[src/rtl/cpu_phase_sequencer.sv]
// Phase sequencer that produces the 3-bit timer code for the controller: fetch, execute, memory access and multi-cycle ALU waits, plus run/halt/step control.
// Optional macro SEQ_INSTR_CNT_EN adds a 16-bit retired-instruction counter with a synchronous clear.
module cpu_phase_sequencer #(
  parameter int ALU_MAX_CYCLES = 16,
  parameter int ALU_CNT_W      = 8
) (
  input  logic       clk,
  input  logic       reset,
  input  logic       run,
  input  logic       step,
  input  logic       mem_ready,
  input  logic [7:0] fetch_op,
  input  logic       alu_done,
  output logic [2:0] timer,
  output logic       alu_start,
  output logic       instr_done,
  output logic       halted,
  output logic       alu_timeout
`ifdef SEQ_INSTR_CNT_EN
  ,
  input  logic        clr_count,
  output logic [15:0] instr_count
`endif
);

  // State encodings equal the phase codes so timer is a straight copy of the state register.
  typedef enum logic [2:0] {
    S_INIT    = 3'b100,
    S_FETCH_A = 3'b000,
    S_FETCH_D = 3'b001,
    S_EXEC    = 3'b011,
    S_MEM_A   = 3'b101,
    S_MEM_D   = 3'b111
  } state_t;

  localparam logic [ALU_CNT_W-1:0] ALU_CNT_LAST = ALU_CNT_W'(ALU_MAX_CYCLES - 1);

  state_t               r_state;
  logic [7:0]           r_op;
  logic [ALU_CNT_W-1:0] r_cnt;
  logic                 r_one_shot;
  logic                 r_halted;
  logic                 r_timeout;

  state_t               w_next_state;
  logic                 w_finish;
  logic                 w_alu_start;
  logic                 w_muldiv;
  logic                 w_op_load;
  logic                 w_arm;
  logic                 w_timeout_set;
  logic [ALU_CNT_W-1:0] w_cnt_next;

  assign w_muldiv = (r_op == 8'h0F) || (r_op == 8'h10);

  always_comb begin
    w_next_state  = S_INIT;
    w_finish      = 1'b0;
    w_alu_start   = 1'b0;
    w_op_load     = 1'b0;
    w_arm         = 1'b0;
    w_timeout_set = 1'b0;
    w_cnt_next    = r_cnt;
    case (r_state)
      S_INIT: begin
        if (run || step) begin
          w_next_state = S_FETCH_A;
          w_arm        = step && !run;
        end else begin
          w_next_state = S_INIT;
        end
      end
      S_FETCH_A: w_next_state = S_FETCH_D;
      S_FETCH_D: begin
        if (mem_ready) begin
          w_op_load    = 1'b1;
          w_next_state = (fetch_op[7:2] == 6'b100000) ? S_MEM_A : S_EXEC;
        end else begin
          w_next_state = S_FETCH_D;
        end
      end
      S_EXEC: begin
        if (!w_muldiv) begin
          w_finish = 1'b1;
        end else begin
          // The counter is zero only in the first EXEC cycle of an instruction.
          w_alu_start = (r_cnt == '0);
          if (alu_done) begin
            w_finish = 1'b1;
          end else if (r_cnt == ALU_CNT_LAST) begin
            w_finish      = 1'b1;
            w_timeout_set = 1'b1;
          end else begin
            w_cnt_next   = r_cnt + 1'b1;
            w_next_state = S_EXEC;
          end
        end
      end
      S_MEM_A: w_next_state = S_MEM_D;
      S_MEM_D: begin
        if (mem_ready) w_finish = 1'b1;
        else           w_next_state = S_MEM_D;
      end
      default: w_next_state = S_INIT;
    endcase
    if (w_finish) begin
      w_cnt_next   = '0;
      w_next_state = (run && !r_one_shot) ? S_FETCH_A : S_INIT;
    end
  end

  always_ff @(posedge clk or negedge reset) begin
    if (!reset) begin
      r_state    <= S_INIT;
      r_op       <= 8'h00;
      r_cnt      <= '0;
      r_one_shot <= 1'b0;
      r_halted   <= 1'b1;
      r_timeout  <= 1'b0;
    end else begin
      r_state  <= w_next_state;
      r_cnt    <= w_cnt_next;
      r_halted <= (w_next_state == S_INIT);
      if (w_op_load)     r_op      <= fetch_op;
      if (w_timeout_set) r_timeout <= 1'b1;
      if (w_arm)         r_one_shot <= 1'b1;
      else if (w_finish) r_one_shot <= 1'b0;
    end
  end

`ifdef SEQ_INSTR_CNT_EN
  logic [15:0] r_instr_count;

  // Clear wins over a coincident retirement.
  always_ff @(posedge clk or negedge reset) begin
    if (!reset)          r_instr_count <= 16'h0000;
    else if (clr_count)  r_instr_count <= 16'h0000;
    else if (w_finish)   r_instr_count <= r_instr_count + 16'd1;
  end

  assign instr_count = r_instr_count;
`endif

  assign timer       = r_state;
  assign alu_start   = w_alu_start;
  assign instr_done  = w_finish;
  assign halted      = r_halted;
  assign alu_timeout = r_timeout;

endmodule

[config.mk]
export PLATFORM = sky130hd
export DESIGN_NAME = cpu_phase_sequencer
export DESIGN_NICKNAME = d
export VERILOG_FILES = /design/src/rtl/cpu_phase_sequencer.sv
export SDC_FILE = /design/constraint.sdc
export NUM_CORES = 1
export LEC_CHECK = 0
export BUFFER_PORTS_ARGS = -buffer_cell sky130_fd_sc_hd__buf_2
export CAP_MARGIN = 40
export CORE_MARGIN = 5
export CORE_UTILIZATION = 58
export CTS_CLUSTER_DIAMETER = 30
export CTS_CLUSTER_SIZE = 16
export DETAILED_ROUTE_END_ITERATION = 12
export GPL_ROUTABILITY_DRIVEN = 0
export PLACE_DENSITY = 0.78
export SLEW_MARGIN = 20
export SYNTH_ARGS = -nofsm -noshare
export SYNTH_HDL_FRONTEND = slang
export SYNTH_SLANG_ARGS = --single-unit
export TNS_END_PERCENT = 5
[constraint.sdc]
create_clock -name clk -period 2.9 [get_ports clk]
set_input_delay 0.29 -clock clk [delete_from_list [all_inputs] [get_ports clk]]
set_output_delay 0.29 -clock clk [all_outputs]
set_load 0.02 [all_outputs]
==> results of run 1 <==
## worst max-delay path, cell delays in order (launching register included)
cell and delay [ps]:
dfrtp_1 410, or4_4 560, a31oi_1 320, a21oi_2 110, or2_1 350, buf_2 220
## cells in the final DEF, fill, tap and decap left out, types with 2 or more instances in the layout
cell type and n:
a21oi_1 4, or3_1 2, nor2b_1 3, nand4_1 3, nor4_1 2, ha_1 2
nor3_1 3, or4_4 2, buf_2 20, mux2_2 8, a31oi_1 3, clkbuf_4 3
nor2_1 13, nand2_1 10, o21ai_0 4, dfrtp_1 20, nand3_1 10, xor2_1 3
dfstp_2 2, inv_1 5
## cells by family (layout without fill, tap and decap cells)
| logic type | Yosys count | count (layout) | synth area share |
|---|---|---|---|
| and+or+nand+nor | 53 | 53 | 0.233 |
| adders and majority gates | 2 | 2 | 0.0211 |
| xor gates and xnor gates | 3 | 3 | 0.0222 |
| muxes | 10 | 10 | 0.103 |
| buffers and inverters | 8 | 30 | 0.0380 |
| DFF | 22 | 22 | 0.466 |
| AOI/OAI and AO/OA | 19 | 19 | 0.116 |
## routing by layer
| layer | track usage | vias up | wire length, um |
|---|---|---|---|
| met5 | 0 | - | 0 |
| met1 | 0.204 | 450 | 1050 |
| met2 | 0.285 | 35 | 1220 |
| met4 | 0.0660 | 0 | 9 |
| met3 | 0.0350 | 2 | 127 |
| li1 | - | 474 | - |
## final cells by class
class,instances,area (sq um),share of cell area
tap,27,33.8,0.0253
inverter,5,18.8,0.0141
clock buffer,3,22.5,0.0169
timing repair buffer,22,118,0.0882
sequential,22,553,0.415
multi-input combinational,87,588,0.441
## sequential cells by signal (all words and copies together) (netlist names)
signal and flops:
r_one_shot 1, alu_timeout 1, timer 3, r_op 8, halted 1, r_cnt 8
## where the power goes
part / total [mW] / switching (mW) / leakage [nW] / internal (mW)
combinational: 0.387 / 0.207 / 0.298 / 0.180
clock: 0.131 / 0.0826 / 0.0138 / 0.0484
sequential: 0.508 / 0.102 / 0.279 / 0.406
total: 1.03 / 0.392 / 0.590 / 0.634
## final timing paths
check	to	slack (ps)	cells after the start
min in group asynchronous	r_op[3]	480	2
worst max register to register	halted	740	5
worst min register to register	alu_timeout	510	1
worst min-delay path	timer[2]	180	2
worst max-delay path	instr_done	340	5
max in group asynchronous	halted	2060	2
## metrics by stage
| stage | cells | hold WS (ps) | area, sq um | utilization |
|---|---|---|---|---|
| floorplan | 117 | -5.59 | 1190 | - |
| global placement | 162 | 275 | 1300 | 0.663 |
| detailed placement | 162 | 275 | 1300 | 0.663 |
| CTS | 166 | 171 | 1330 | 0.680 |
| global route | 166 | 174 | 1330 | 0.680 |
| finish | 166 | 179 | 1330 | 0.680 |
==> flow_summary.yaml, run 1 <==
run_status:
  status: "completed"
floorplan:
  die-area_sq_um: 3050
  start_util: 0.605
  top_level_ports: 21
  row_count: 16
  core_area_sq_um: 1960
  die_width_um: 55.2
  die_h_um: 55.2
sta:
  rsz0062_at_grt: "no"
  slew_violations: 0
  final.setup.tns_ps: 0
  clock_skew_ps: 10.1
  worst_slack_ps: 337
  worst_slew_pin_slew_ps: 615
  hold_viol_final: 0
  finalSetupViolCount: 0
  timing.final.crit_period_ps: 2560
  post-route-period-util: 0.884
  slew_headroom: 0.588
  max_freq_mhz: 390
worst_setup_path:
  crit_type: "flip-flop to output pin"
  critPathRequiredTime_ps: 2610
  setup.worst_path.start: "r_op[5]"
  cp.arrival_ps: 2270
  startpoint_type: "flip-flop"
  r2r_start: "r_op[5]"
  endpoint_kind: "output pin"
  cp_max_fo: 10
route:
  firstDrtPassIters: 5
  drt_wl_total_um: 2410
  via_per_inst: 5.79
  drt_iter0_drc: 26
  drc: 0
  ant_nets: 0
  num_vias: 961
  drt-wirelength-per-cell_um: 14.5
cts:
  cts.sinks: 22
  h-tree-depth: 1
  worstSkewPairLatency_ps: 300
  post-cts-setup-buffer-count: 0
  cts.path.max_buffers: 2
  postCtsHoldBufs: 1
  clockRootBuffer: "clkbuf_4"
  clkTransAtPathRegs_ps: 110
  cts_made_buffers: 3
  post_cts_resized: 0
  cts_tree: "done"
global_routing:
  antenna_found_initial: 0
  overflow: 0
  grt_max_degree: 23
  grt_pass1_wl_um: 4110
  grtUsageTotal: 0.167
  grt_pass1_vias: 931
synth:
  synth_common_cells: "20 x dfrtp_1, 13 x nor2_1, 10 x nand2_1, 10 x nand3_1, 8 x mux2_2"
  synth_ff_type: "dfrtp_1"
  yosysWarnings: 0
  async_reset_ff_frac: 1.00
  synth.area.top_cells: "dfrtp_1 42%, mux2_2 7.6%, dfstp_2 4.4%"
  synth_nets: 133
  synth_cell_types: 35
  synthCells: 117
  synth-edff-count: 0
  yosysTopAreaCell: "dfrtp_1"
  synth_top_area_share: 0.422
  ys_seq_elements: 22
  synth_most_common_cell: "dfrtp_1"
  avgSynthCellArea_sq_um: 10.1
  seq_area_frac_synth: 0.466
  synthesis.area_sq_um: 1190
power:
  p_leak_nw: 0.590
  powerDensity_nw_per_um2: 769
  peakVddDrop_mv: 0.608
  finalPower_mw: 1.03
placement:
  hpwl_um: 1820
  io_buffers: 20
  place_worst_setup_slack_ps: 699
cells_and_area:
  area_delta_synth_final_pct: 12.4
  nFillCells: 180
  nets: 157
  drive_above_1_share: 0.302
  num_antenna_cells: 0
hold_path:
  hp-class: "input port to flip-flop"
  hold_start: "run"
run:
  drv_cap: 0
Note: power is estimated with default switching activity, not from simulation.
==> run 2: changes to the inputs <==
--- a/config.mk
+++ b/config.mk
@@ -13,6 +13,7 @@
 export CTS_CLUSTER_SIZE = 16
 export DETAILED_ROUTE_END_ITERATION = 12
 export GPL_ROUTABILITY_DRIVEN = 0
+export GPL_TIMING_DRIVEN = 0
 export PLACE_DENSITY = 0.78
 export SLEW_MARGIN = 20
 export SYNTH_ARGS = -nofsm -noshare
==> flow_summary.yaml, run 2 (synthesized netlist as in run 1, its figures left out) <==
sta:
  timing.final.crit_period_ps: 2570
  max_freq_mhz: 389
  slew_violations: 0
  worst_slew_pin_slew_ps: 607
  hold_viol_final: 0
  final.setup.tns_ps: 0
  rsz0062_at_grt: "no"
  slew_headroom: 0.593
  finalSetupViolCount: 0
  post-route-period-util: 0.887
  clock_skew_ps: 9.17
floorplan:
  start_util: 0.605
  core_area_sq_um: 1960
  die_width_um: 55.2
  die-area_sq_um: 3050
  top_level_ports: 21
  die_h_um: 55.2
  row_count: 16
worst_setup_path:
  endpoint_kind: "output pin"
  cp_max_fo: 10
  critPathRequiredTime_ps: 2610
  crit_type: "flip-flop to output pin"
  reg2reg_depth: 6
  startpoint_type: "flip-flop"
  cp.arrival_ps: 2280
power:
  powerDensity_nw_per_um2: 807
  switching_power_mw: 0.417
  p_leak_nw: 0.611
  power.internal_mw: 0.692
  switching_share: 0.376
  power_frac_clock: 0.154
  p_seq_frac: 0.434
  peakVddDrop_mv: 0.533
  p_comb_frac: 0.413
route:
  firstDrtPassIters: 4
  drt_wl_total_um: 2490
  num_vias: 978
  drt-wirelength-per-cell_um: 14.8
  drt_iter0_drc: 23
  ant_nets: 0
  drc: 0
  via_per_inst: 5.79
cells_and_area:
  nets: 159
  final_cells: 169
  num_antenna_cells: 0
  area_delta_synth_final_pct: 15.7
  drive_above_1_share: 0.324
  layout_common_cells: "20 x dfrtp_1, 20 x buf_2, 13 x nor2_1"
  final_util: 0.700
  finalInstanceArea_sq_um: 1370
hold_path:
  hp-class: "input port to flip-flop"
  hold_depth: 2
cts:
  worstSkewPairLatency_ps: 310
  cts.path.max_buffers: 2
  h-tree-depth: 1
  clockRootBuffer: "clkbuf_4"
  cts_made_buffers: 3
  cts_tree: "done"
  cts.sinks: 22
  clkTransAtPathRegs_ps: 130
global_routing:
  grt_pass1_wl_um: 4370
  grt_max_degree: 23
  antenna_found_initial: 0
  grt_pass1_vias: 978
  overflow: 0
  grtUsageTotal: 0.180
run_status:
  status: "completed"
placement:
  dpl-instance-area_sq_um: 1320
  dp_cells: 164
  io_buffers: 20
  hpwl_um: 1870
run:
  drv_cap: 0
## run 2: changes by cell type in the layout (fill, tap and decap cells not counted)
cell and change:
nor4_2 +1, clkbuf_8 +1, buf_4 +1, nor4_1 -1, buf_6 +1
## run 2: worst max-delay path, cell delays in order, from the launching register on
cell,delay (ps)
dfrtp_1,430
or4_4,560
mux2i_4,340
a21oi_2,100
or2_1,230
buf_6,140
buf_2,160
## run 2: path summary, 6_finish.rpt
kind / start / end / slack [ps]
setup / recovery: r_op[1] / instr_done / 330
hold / removal: run / timer[2] / 170
setup reg to reg: r_op[1] / halted / 730
hold reg to reg: alu_timeout / alu_timeout / 480
max in group asynchronous: reset / halted / 2060
min in group asynchronous: reset / r_op[1] / 470
## run 2: timing repair
action | CTS | global route
hold buffers | 1 | 0
buffers inserted | 0 | 0
resized for setup | 0 | 1
hold endpoints to repair | 20 | 0
setup endpoints to repair | 0 | 1
## run 2: per-stage QoR
| step | setup slack, ps | hold WS [ps] | total power, mW |
|---|---|---|---|
| global route | 218 | 161 | 1.19 |
| detailed placement | 545 | 280 | 0.947 |
| global placement | 610 | 274 | 0.926 |
| floorplan | 943 | -5.59 | 0.822 |
| finish | 327 | 174 | 1.11 |
| CTS | 180 | 167 | 1.12 |
## run 2: final cells by class
cell class / instances / area [sq um]
buffer: 3 / 26.3
clock buffer: 4 / 36.3
fill: 167 / 589
inverter: 5 / 18.8
multi-input combinational: 87 / 594
sequential: 22 / 553
tap: 27 / 33.8
timing repair buffer: 21 / 110
## run 2: power by group through the flow
stage               combinational, mW  sequential, mW  clock [mW]
finish                          0.458           0.481       0.170
global route                    0.505           0.493       0.190
CTS                             0.463           0.481       0.172
detailed placement              0.460           0.487           0
global placement                0.449           0.476           0
floorplan                       0.321           0.501           0
## run 2: routing by layer
layer / wire length, um / global-route usage / vias to the layer above
li1: - / - / 479
met4: 53 / 0.0868 / 0
met3: 112 / 0.0490 / 8
met1: 1070 / 0.207 / 462
met5: 0 / 0 / -
met2: 1250 / 0.306 / 29
